[src/rtl/fetch_pc_unit.sv]
// rtl/fetch_pc_unit.sv - stage-0 fetch sequencer: program counter, fetch tagging, redirect squash, halt.
// Optional macro FETCH_ALIGN_CHECK_EN: misaligned redirect targets halt fetch and raise fetch_misaligned.
module fetch_pc_unit #(
   parameter logic [31:0] RESET_PC = 32'h0000_0000,
   parameter int          PC_STEP  = 4
) (
   input  logic        clock,
   input  logic        reset,
   input  logic        stall,
   input  logic        redirect_valid,
   input  logic [31:0] redirect_target,
   input  logic        halt_req,
   output logic [31:0] long_instruction_addr,
   output logic        is_instr_stage,
   output logic [31:0] fetch_pc,
   output logic        fetch_valid,
   output logic        halted,
   output logic        fetch_misaligned
);

   typedef enum logic [1:0] {
      ST_BOOT = 2'd0,
      ST_RUN  = 2'd1,
      ST_HALT = 2'd2
   } state_t;

   localparam logic [31:0] STEP = 32'(PC_STEP);

   state_t      state_q, state_d;
   logic [31:0] pc_q, pc_d;
   logic [31:0] fetch_pc_q, fetch_pc_d;
   logic        fetch_valid_q, fetch_valid_d;
   logic        misaligned_q, misaligned_d;
   logic        redirect_bad;
   logic [31:0] redirect_pc;

   // Targets are always loaded word aligned; the low bits only matter to the optional check.
   assign redirect_pc = redirect_target & 32'hFFFF_FFFC;

`ifdef FETCH_ALIGN_CHECK_EN
   assign redirect_bad = (redirect_target[1:0] != 2'b00);
`else
   assign redirect_bad = 1'b0;
`endif

   assign is_instr_stage = (state_q == ST_RUN) && !stall && !halt_req && !reset;

   always_comb begin
      state_d       = state_q;
      pc_d          = pc_q;
      fetch_pc_d    = fetch_pc_q;
      fetch_valid_d = 1'b0;
      misaligned_d  = misaligned_q;

      if (is_instr_stage) begin
         fetch_pc_d = pc_q;
      end

      case (state_q)
         ST_BOOT: begin
            state_d = ST_RUN;
         end
         ST_RUN: begin
            if (halt_req) begin
               state_d = ST_HALT;
            end else if (redirect_valid) begin
               // The word fetched this cycle is on the wrong path, so it is squashed.
               if (redirect_bad) begin
                  misaligned_d = 1'b1;
                  state_d      = ST_HALT;
               end else begin
                  pc_d = redirect_pc;
               end
            end else if (is_instr_stage) begin
               pc_d          = pc_q + STEP;
               fetch_valid_d = 1'b1;
            end else begin
               fetch_valid_d = fetch_valid_q;
            end
         end
         ST_HALT: begin
            state_d = ST_HALT;
         end
         default: begin
            state_d = ST_HALT;
         end
      endcase
   end

   always_ff @(posedge clock) begin
      if (reset) begin
         state_q       <= ST_BOOT;
         pc_q          <= RESET_PC;
         fetch_pc_q    <= RESET_PC;
         fetch_valid_q <= 1'b0;
         misaligned_q  <= 1'b0;
      end else begin
         state_q       <= state_d;
         pc_q          <= pc_d;
         fetch_pc_q    <= fetch_pc_d;
         fetch_valid_q <= fetch_valid_d;
         misaligned_q  <= misaligned_d;
      end
   end

   assign long_instruction_addr = pc_q;
   assign fetch_pc              = fetch_pc_q;
   assign fetch_valid           = fetch_valid_q;
   assign halted                = (state_q == ST_HALT);
   assign fetch_misaligned      = misaligned_q;

endmodule

[config.mk]
export PLATFORM = sky130hd
export DESIGN_NAME = fetch_pc_unit
export DESIGN_NICKNAME = d
export VERILOG_FILES = /design/src/rtl/fetch_pc_unit.sv
export SDC_FILE = /design/constraint.sdc
export NUM_CORES = 1
export LEC_CHECK = 0
export BUFFER_PORTS_ARGS = -buffer_cell sky130_fd_sc_hd__clkbuf_2
export CORE_AREA = 4 4 87 89
export DETAILED_ROUTE_END_ITERATION = 10
export DIE_AREA = 0 0 91 93
export MAX_ROUTING_LAYER = met4
export PLACE_DENSITY = 0.76
export SYNTH_ARGS = -nofsm -noshare
export SYNTH_HDL_FRONTEND = slang
export SYNTH_SLANG_ARGS = --single-unit
[constraint.sdc]
create_clock -name clock -period 3.4 [get_ports clock]
set_clock_uncertainty 0.15 [all_clocks]
set_input_delay 0.51 -clock clock [delete_from_list [all_inputs] [get_ports clock]]
set_output_delay 0.51 -clock clock [all_outputs]
set_load 0.05 [all_outputs]
==> results of run 1 <==
## cells in the mapped netlist (2+ instances only)
cell / count / share of area [%]
nand3_1: 11 / 1.7
nand2_1: 84 / 9.6
or2_2: 2 / 0.38
inv_1: 4 / 0.46
buf_4: 6 / 1.4
a32o_1: 7 / 2.1
nor2_1: 32 / 3.6
a211oi_1: 3 / 0.68
nand4_1: 10 / 1.9
a21o_1: 5 / 1.1
nor3_1: 10 / 1.5
a21oi_1: 19 / 2.9
clkbuf_2: 2 / 0.30
o31ai_1: 5 / 1.1
buf_2: 2 / 0.30
a22o_1: 2 / 0.53
nor3b_1: 2 / 0.46
or3_1: 3 / 0.57
o211ai_1: 31 / 7.1
mux2i_1: 5 / 1.5
nand2b_1: 2 / 0.38
a41oi_1: 2 / 0.53
nor2b_1: 4 / 0.76
clkbuf_1: 25 / 2.8
o22ai_1: 6 / 1.1
o41ai_1: 3 / 0.80
dfxtp_1: 63 / 38
and3_1: 10 / 1.9
a31oi_1: 7 / 1.3
o21ai_0: 19 / 2.9
a22oi_1: 4 / 0.91
## power by group through the flow
| stage | combinational [mW] | clock [mW] | sequential [mW] |
|---|---|---|---|
| after CTS | 0.230 | 0.700 | 0.782 |
| after floorplan | 0.125 | 0 | 0.844 |
| after detailed placement | 0.229 | 0 | 0.799 |
| after global placement | 0.226 | 0 | 0.798 |
| after global routing | 0.248 | 0.734 | 0.785 |
| final | 0.230 | 0.694 | 0.783 |
## metrics by stage
step	std cells	hold slack (ns)	worst slack (ns)	util (%)	power [mW]
6_report	586	0.268	0.820	58.9	1.71
5_1_grt	586	0.285	0.742	58.9	1.77
4_1_cts	586	0.263	0.802	58.9	1.71
3_5_place_dp	570	0.319	0.936	55.8	1.03
3_3_place_gp	570	0.311	0.954	55.8	1.02
2_1_floorplan	421	0.326	1.03	-	0.970
## layout make-up
type / instances / area share (%)
repair buffers: 108 / 14.6
well taps: 80 / 2.51
inverters: 4 / 0.377
clock buffers: 13 / 4.24
flip-flops and latches: 63 / 31.7
clock inverters: 3 / 1.01
multi-input cells: 315 / 45.5
## worst paths after layout
| path | endpoint | start | cells after the start |
|---|---|---|---|
| max | is_instr_stage | state_q[0] | 3 |
| min | state_q[1] | reset | 2 |
| max reg2reg | long_instruction_addr[18] | long_instruction_addr[2] | 6 |
| min reg2reg | fetch_pc[8] | fetch_pc[8] | 2 |
## sequential cells by signal, summed over array words and instances (netlist names)
signal                 count
fetch_valid                1
state_q                    2
long_instruction_addr     30
fetch_pc                  30
## layer usage
metal	vias up	part of all wire [%]
li1	1677	-
met1	1622	43
met2	139	48
met3	12	6.9
met4	0	1.5
met5	-	0
## cell families after synthesis
group / count (synthesis)
AOI/OAI and AO/OA: 122
adders and majority gates: 1
buffers and inverters: 43
DFF: 63
muxes: 5
other: 1
and+or+nand+nor: 182
==> flow_summary_export.csv, run 1 <==
group,metric,value,unit
grt,grt_busiest_layer,"met2",
timing,relSlewSlack,41.5,%
power_and_ir_drop,internal-power,1.22,mW
synthesis,synth_cell_types,58,
synthesis,synth_compound_area_share,25.8,%
worst_setup_path,slowest_delay,0.58,ns
worst_setup_path,end_kind,"output pin",
final_layout,n_antenna_cell,0,
clock_tree,htreeDepth,3,
clock_tree,cts_inserted_buffers,9,
final_layout,multiInputGateArea,1810,um^2
final_layout,final_common_cell,"clkbuf_2",
worst_setup_path,required,2.74,ns
placement,place_congestion,0.866,
clock_tree,clk_root_buffer_cell,"clkbuf_8",
drt,firstDrtPassIters,5,
clock_tree,cts.path.max_buffers,2,
power_and_ir_drop,clockPowerShare,40.6,%
clock_tree,cts_resized,0,
worst_setup_path,crit_arrival,1.92,ns
drt,dr_total_vias,3450,
power_and_ir_drop,comb_power_share,13.5,%
synthesis,ys_async_sr_fraction,0,%
synthesis,muxShareOfSynthArea,1.52,%
grt,track_usage,22.9,%
floorplanning,die-area,8460,um^2
worst_setup_path,reg2reg_setup_slack,1.08,ns
worst_setup_path,crit_buf_inv,1,
grt,first_global_vias,3193,
worst_setup_path,crit_chain,"or3b_1 -> nor3_4 -> buf_12",
synthesis,synth_area,3290,um^2
final_layout,fin_area,3980,um^2
grt,grtUsageMet2,36.3,%
clock_tree,cts.sinks,63,
timing,rsz0062_at_grt,"no",
floorplanning,initial_core_util,48.8,%
clock_tree,cts_setup_buffers,0,
power_and_ir_drop,p_sw,489,uW
drt,ant_nets,0,
timing,min_period_over_period,75.9,%
power_and_ir_drop,p_per_area,429,nW/um^2
final_layout,layout_common_cells,"96 x clkbuf_2, 84 x nand2_1, 63 x dfxtp_1",
drt,drc,0,
grt,grt_pass1_wl,15.4,mm
timing,worstMarginPinSlew,0.871,ns
floorplanning,die_h,93,um
synthesis,synth-xor-area-share,0,%
grt,use_met1,28.9,%
timing,final.min_clock_period,2.58,ns
power_and_ir_drop,switching_share,28.6,%
grt,grt_use_met3,5.39,%
final_layout,seq_area,1260,um^2
timing,drv_slew,0,
grt,grt.overflow.total,0,
placement,dpl_cell_area,3770,um^2
synthesis,synth_warnings,0,
placement,port_buffers,97,
synthesis,synth_seq_cells,63,
power_and_ir_drop,leakage,1.81,nW
status,outcome,"completed",
floorplanning,rows,30,
grt,grt_max_degree,41,
synthesis,synth_cells,417,
clock_tree,path_clk_slew,0.06,ns
worst_setup_path,critPathMaxFanout,14,
clock_tree,cts_tree,"built",
clock_tree,clk_latency,0.36,ns
run,drv_cap,0,
grt,antenna_found_initial,0,
synthesis,yosys.area_share.simple,26.8,%
worst_hold_path,hp-class,"input pin to flop",
placement,dp_hpwl,6.64,mm
synthesis,synth_top_family_by_area,"simple AND/OR/NAND/NOR gates",
synthesis,yosysSeqAreaShare,38.3,%
floorplanning,core_area,6760,um^2
drt,drt-total-wl,9.50,mm
worst_setup_path,cpMaxStageDelayCell,"nor3_4",
floorplanning,io_pins,105,
timing,fmaxAchievable,0.388,GHz
synthesis,synthAdderAreaFrac,0.380,%
synthesis,synth-edff-count,0,
drt,wl_per_cell,16.2,um
floorplanning,die_x,91,um
synthesis,synth_ff_type,"dfxtp_1",
drt,viasPerCell,5.89,
power_and_ir_drop,power_frac_seq,45.9,%
synthesis,avgSynthCellArea,7.90,um^2
final_layout,fillers,635,
timing,finalSetupViolCount,0,
clock_tree,postCtsHoldBufs,0,
timing,totalNegativeSetupSlack,0,ns
final_layout,area_growth,20.9,%
timing,hold_viol_final,0,
power_and_ir_drop,ir_worst_vdd,0.177,mV
final_layout,nets,539,
worst_setup_path,critPathTopFamily,"simple AND/OR/NAND/NOR gates",
final_layout,drive_above_1_share,27.3,%
worst_setup_path,critPathLaunchType,"flop",
drt,drtIter0Drc,239,
worst_setup_path,path_class,"flop to output pin",
Note: power is estimated with default switching activity, not from simulation.
==> run 2, diff against run 1 <==
--- a/config.mk
+++ b/config.mk
@@ -6,11 +6,11 @@
 export NUM_CORES = 1
 export LEC_CHECK = 0
 export BUFFER_PORTS_ARGS = -buffer_cell sky130_fd_sc_hd__clkbuf_2
-export CORE_AREA = 4 4 87 89
+export CORE_AREA = 4 4 90 92
 export DETAILED_ROUTE_END_ITERATION = 10
-export DIE_AREA = 0 0 91 93
+export DIE_AREA = 0 0 94 96
 export MAX_ROUTING_LAYER = met4
-export PLACE_DENSITY = 0.76
+export PLACE_DENSITY = 0.75
 export SYNTH_ARGS = -nofsm -noshare
 export SYNTH_HDL_FRONTEND = slang
 export SYNTH_SLANG_ARGS = --single-unit
==> constraint.sdc (replaced) <==
create_clock -name clock -period 2.3 [get_ports clock]
set_clock_uncertainty 0.15 [all_clocks]
set_input_delay 0.345 -clock clock [delete_from_list [all_inputs] [get_ports clock]]
set_output_delay 0.345 -clock clock [all_outputs]
set_load 0.05 [all_outputs]
==> run 2 against run 1 <==
  * Final area up 4.2%
  * Count of clock-buffer cells in the layout down 2
  * Clock power up 76%
  * Critical path depth unchanged
  * Register-to-register slack worse by 0.83 ns
  * Final cell count up 4.9%
  * Combinational power up 53%
  * Hold slack worse by 0.17 ns
  * Sequential power up 48%
  * Total power up 60%
  * Critical endpoint unchanged
==> flow_summary_export.csv, run 2 (synthesis results as in run 1) <==
group,metric,value,unit
status,outcome,"completed",
final_layout,area_growth,26.0,%
grt,track_usage,23.0,%
worst_setup_path,path_class,"flop to output pin",
floorplanning,die_x,94,um
final_layout,n_antenna_cell,0,
timing,fmaxAchievable,0.451,GHz
clock_tree,cts_inserted_buffers,9,
run,drv_cap,0,
drt,viasPerCell,5.67,
worst_setup_path,critPathLaunchType,"flop",
worst_setup_path,r2r_cells,6,
final_layout,instances_no_fill,615,
floorplanning,core_area,7210,um^2
timing,relSlewSlack,55.4,%
floorplanning,rows,31,
timing,min_period_over_period,96.4,%
worst_hold_path,hold_start,"redirect_target[2]",
clock_tree,htreeDepth,3,
worst_setup_path,crit_start,"state_q[0]",
timing,worstMarginPinSlew,0.665,ns
drt,wl_per_cell,16.1,um
final_layout,drive_above_1_share,29.3,%
grt,first_global_vias,3224,
clock_tree,cts.sinks,63,
drt,drtIter0Drc,207,
drt,drt-total-wl,9.88,mm
drt,drc,0,
timing,finalSetupViolCount,0,
grt,grt_max_degree,73,
worst_setup_path,crit_arrival,1.72,ns
final_layout,nets,549,
timing,hold_viol_final,0,
grt,antenna_found_initial,0,
worst_setup_path,end_kind,"output pin",
worst_setup_path,critPathMaxFanout,6,
worst_hold_path,worstHoldPathCells,3,
clock_tree,cts_tree,"built",
power_and_ir_drop,leakage,1.88,nW
drt,ant_nets,0,
clock_tree,cts_setup_buffers,0,
timing,drv_slew,0,
final_layout,utilization,57.5,%
placement,place_congestion,0.869,
worst_setup_path,reg2reg_from,"long_instruction_addr[2]",
timing,fin_ws,0.0830,ns
drt,firstDrtPassIters,5,
clock_tree,path_clk_slew,0.07,ns
placement,pre_cts_slack,0.216,ns
drt,dr_total_vias,3488,
final_layout,layout_common_cells,"96 x clkbuf_2, 84 x nand2_1, 61 x dfxtp_1",
worst_setup_path,reg2reg_setup_slack,0.25,ns
worst_hold_path,hp-class,"input pin to flop",
placement,dp_cells,599,
power_and_ir_drop,p_per_area,658,nW/um^2
clock_tree,clk_latency,0.36,ns
floorplanning,die-area,9020,um^2
timing,totalNegativeSetupSlack,0,ns
power_and_ir_drop,ir_worst_vdd,0.304,mV
clock_tree,clk_root_buffer_cell,"clkbuf_8",
timing,rsz0062_at_grt,"no",
placement,dp_hpwl,6.74,mm
grt,grt_pass1_wl,16.0,mm
worst_hold_path,hold_end,"long_instruction_addr[2]",
placement,port_buffers,97,
grt,grt.overflow.total,0,
clock_tree,cts.path.max_buffers,2,
floorplanning,die_h,96,um
placement,dpl_cell_area,3900,um^2
final_layout,final_common_cell,"clkbuf_2",
timing,final.min_clock_period,2.22,ns
floorplanning,io_pins,105,
final_layout,fin_area,4150,um^2
worst_setup_path,required,1.80,ns
floorplanning,initial_core_util,45.7,%
worst_setup_path,r2r-end,"long_instruction_addr[14]",
run 2: worst max path at each step:
stage                                      endpoint  slack [ns]  depth (start not counted)
after global routing                 is_instr_stage        0.04                          3
after detailed placement  long_instruction_addr[18]        0.22                          6
final                                is_instr_stage        0.08                          3
after floorplan           long_instruction_addr[20]        0.05                          5
after CTS                            is_instr_stage        0.09                          3
after global placement    long_instruction_addr[18]        0.26                          6
run 2: final cells by class:
cell class / instances / area (um^2)
Fill cell: 696 / 3060
Multi-Input combinational cell: 315 / 1820
Inverter: 4 / 15.0
Clock inverter: 5 / 105
Sequential cell: 63 / 1260
Clock buffer: 11 / 141
Tap cell: 99 / 124
Timing Repair Buffer: 118 / 683
run 2: per-layer routing:
layer | wire length, um | share of wire [%] | up-vias | GRT usage (%)
met1 | 4290 | 43 | 1612 | 28.8
met5 | 0 | 0 | - | -
met2 | 4590 | 47 | 162 | 36.3
met4 | 232 | 2.3 | 0 | 11.2
li1 | - | - | 1697 | -
met3 | 762 | 7.7 | 17 | 3.60
run 2: through the flow:
step	hold WS (ns)	power, mW
2_1_floorplan	0.326	1.43
3_3_place_gp	0.311	1.53
3_5_place_dp	0.317	1.53
4_1_cts	0.0975	2.73
5_1_grt	0.134	2.81
6_report	0.102	2.73
run 2: worst max-delay path, cell delays in order (launching register included):
cell and delay, ns:
dfxtp_1 0.37, or3b_1 0.42, nor3_4 0.38, buf_12 0.20
run 2: power by group:
group / leakage [nW] / total (mW) / switching [mW] / internal, mW
registers: 0.510 / 1.16 / 0.0412 / 1.12
logic: 1.25 / 0.353 / 0.247 / 0.107
clock network: 0.116 / 1.22 / 0.469 / 0.750
total: 1.88 / 2.73 / 0.757 / 1.97
run 2: timing repair:
action	in CTS	in global routing
hold endpoints to repair	0	0
hold buffers	0	0
resized for setup	0	1
endpoints found under the setup margin	0	1
==> run 3, diff against run 2 <==
--- a/config.mk
+++ b/config.mk
@@ -6,11 +6,12 @@
 export NUM_CORES = 1
 export LEC_CHECK = 0
 export BUFFER_PORTS_ARGS = -buffer_cell sky130_fd_sc_hd__clkbuf_2
-export CORE_AREA = 4 4 90 92
+export CORE_AREA = 4 4 88 90
+export CTS_BUF_LIST = sky130_fd_sc_hd__clkbuf_4 sky130_fd_sc_hd__clkbuf_8
 export DETAILED_ROUTE_END_ITERATION = 10
-export DIE_AREA = 0 0 94 96
+export DIE_AREA = 0 0 92 94
 export MAX_ROUTING_LAYER = met4
-export PLACE_DENSITY = 0.75
+export PLACE_DENSITY = 0.78
 export SYNTH_ARGS = -nofsm -noshare
 export SYNTH_HDL_FRONTEND = slang
 export SYNTH_SLANG_ARGS = --single-unit
==> run 3 against run 2 <==
  * Global-route usage is 0.20 points higher
  * Total power is 8.7% lower
  * Final area is 1.7% lower
  * Non-clock buffer count is 1 lower
  * Largest cell class unchanged
==> flow_summary_export.csv, run 3 (synthesis results as in run 1) <==
group,metric,value,unit
status,outcome,"completed",
worst_setup_path,reg2reg_setup_slack,0.17,ns
placement,pre_cts_slack,0.211,ns
clock_tree,clk_root_buffer_cell,"clkbuf_8",
worst_setup_path,end_kind,"output pin",
clock_tree,htreeDepth,3,
drt,viasPerCell,5.69,
clock_tree,cts.sinks,63,
clock_tree,postCtsHoldBufs,0,
final_layout,fin_area,4080,um^2
grt,antenna_found_initial,0,
worst_setup_path,critPathMaxFanout,6,
worst_setup_path,r2r-end,"long_instruction_addr[18]",
timing,hold_viol_final,0,
timing,drv_slew,0,
floorplanning,io_pins,105,
timing,relSlewSlack,60.8,%
worst_setup_path,crit_start,"state_q[1]",
grt,grt_max_degree,33,
worst_setup_path,crit_chain,"or3b_1 -> nor3_4 -> buf_12",
timing,totalNegativeSetupSlack,0,ns
final_layout,final_common_cell,"clkbuf_2",
drt,ant_nets,0,
final_layout,n_antenna_cell,0,
placement,dp_hpwl,6.97,mm
timing,fin_ws,0.104,ns
final_layout,multiInputGateArea,1810,um^2
power_and_ir_drop,ir_worst_vdd,0.262,mV
timing,finalSetupViolCount,0,
floorplanning,rows,31,
clock_tree,cts_tree,"built",
drt,drt-total-wl,9.67,mm
grt,grt_pass1_wl,15.8,mm
drt,dr_total_vias,3491,
clock_tree,cts_setup_buffers,0,
run,drv_cap,0,
floorplanning,die_x,92,um
final_layout,seq_area,1260,um^2
clock_tree,cts_inserted_buffers,9,
worst_hold_path,hold_end,"long_instruction_addr[2]",
floorplanning,die-area,8650,um^2
timing,final.min_clock_period,2.20,ns
clock_tree,cts_resized,0,
drt,wl_per_cell,15.8,um
clock_tree,clk_latency,0.35,ns
final_layout,nets,548,
floorplanning,initial_core_util,46.7,%
worst_hold_path,worstHoldPathCells,3,
drt,drc,0,
clock_tree,cts.path.max_buffers,2,
clock_tree,path_clk_slew,0.07,ns
placement,dpl_cell_area,3880,um^2
floorplanning,core_area,7060,um^2
drt,firstDrtPassIters,5,
power_and_ir_drop,p_per_area,611,nW/um^2
placement,port_buffers,97,
worst_setup_path,cpMaxStageDelayCell,"or3b_1",
worst_hold_path,hold_start,"redirect_target[2]",
timing,min_period_over_period,95.5,%
timing,worstMarginPinSlew,0.585,ns
worst_setup_path,required,1.80,ns
worst_setup_path,slowest_delay,0.43,ns
placement,place_congestion,0.876,
placement,dp_cells,598,
grt,grt.overflow.total,0,
worst_hold_path,hp-class,"input pin to flop",
worst_setup_path,r2r_cells,6,
worst_setup_path,critPathLaunchType,"flop",
final_layout,fillers,680,
final_layout,area_growth,23.9,%
worst_setup_path,crit_arrival,1.70,ns
timing,rsz0062_at_grt,"no",
timing,hold_slack,0.120,ns
worst_setup_path,reg2reg_from,"long_instruction_addr[2]",
worst_setup_path,path_class,"flop to output pin",
final_layout,instances_no_fill,613,
final_layout,drive_above_1_share,29.0,%
floorplanning,die_h,94,um
grt,first_global_vias,3315,
drt,drtIter0Drc,189,
power_and_ir_drop,leakage,1.85,nW
timing,fmaxAchievable,0.455,GHz
final_layout,layout_common_cells,"96 x clkbuf_2, 84 x nand2_1, 61 x dfxtp_1",
grt,track_usage,23.2,%
## run 3: cell types whose count changed in the layout (fill, tap and decap cells not counted)
cell | before | now
clkbuf_1 | 1 | 0
clkbuf_8 | 10 | 11
buf_12 | 3 | 2
clkinv_2 | 0 | 1
clkinvlp_4 | 2 | 1
clkbuf_4 | 0 | 1
nor3_2 | 2 | 1
nor3_1 | 9 | 10
bufinv_16 | 3 | 1
## run 3: through the flow
stage	total power, mW	util, %
after global routing	2.59	57.8
final	2.49	57.8
after CTS	2.50	57.8
after global placement	1.52	54.9
after floorplan	1.43	-
after detailed placement	1.53	54.9
## run 3: metal layers
| layer | up-vias | GRT usage [%] | share of wire (%) |
|---|---|---|---|
| li1 | 1699 | - | - |
| met1 | 1614 | 29.1 | 44 |
| met2 | 158 | 37.0 | 47 |
| met3 | 20 | 4.57 | 7.2 |
| met4 | 0 | 9.03 | 1.5 |
| met5 | - | - | 0 |
## run 3: worst max path at each step
stage,depth (start not counted),slack (ns),end
detailed placement,6,0.21,long_instruction_addr[18]
CTS,3,0.12,is_instr_stage
global placement,6,0.28,long_instruction_addr[18]
floorplan,5,0.05,long_instruction_addr[20]
finish,3,0.10,is_instr_stage
global route,3,0.05,is_instr_stage
## run 3: area by class of cell
class                   count  share of cell area [%]
clock buffers              12                    3.89
inverters                   4                   0.368
clock inverters             3                    1.04
repair buffers            117                    16.3
flip-flops and latches     63                    31.0
multi-input cells         315                    44.4
well taps                  99                    3.04
## run 3: worst max-delay path: cells and delay by family (launching register included)
family | cells | cell delay [ns]
buffers and inverters | 1 | 0.20
AND/OR/NAND/NOR | 2 | 0.82
flip-flops | 1 | 0.33
## run 3: where the power goes
part	internal, mW	switching (mW)	leakage, nW
sequential	1.12	0.0410	0.510
combinational	0.105	0.246	1.24
clock	0.564	0.419	0.102
total	1.79	0.706	1.85
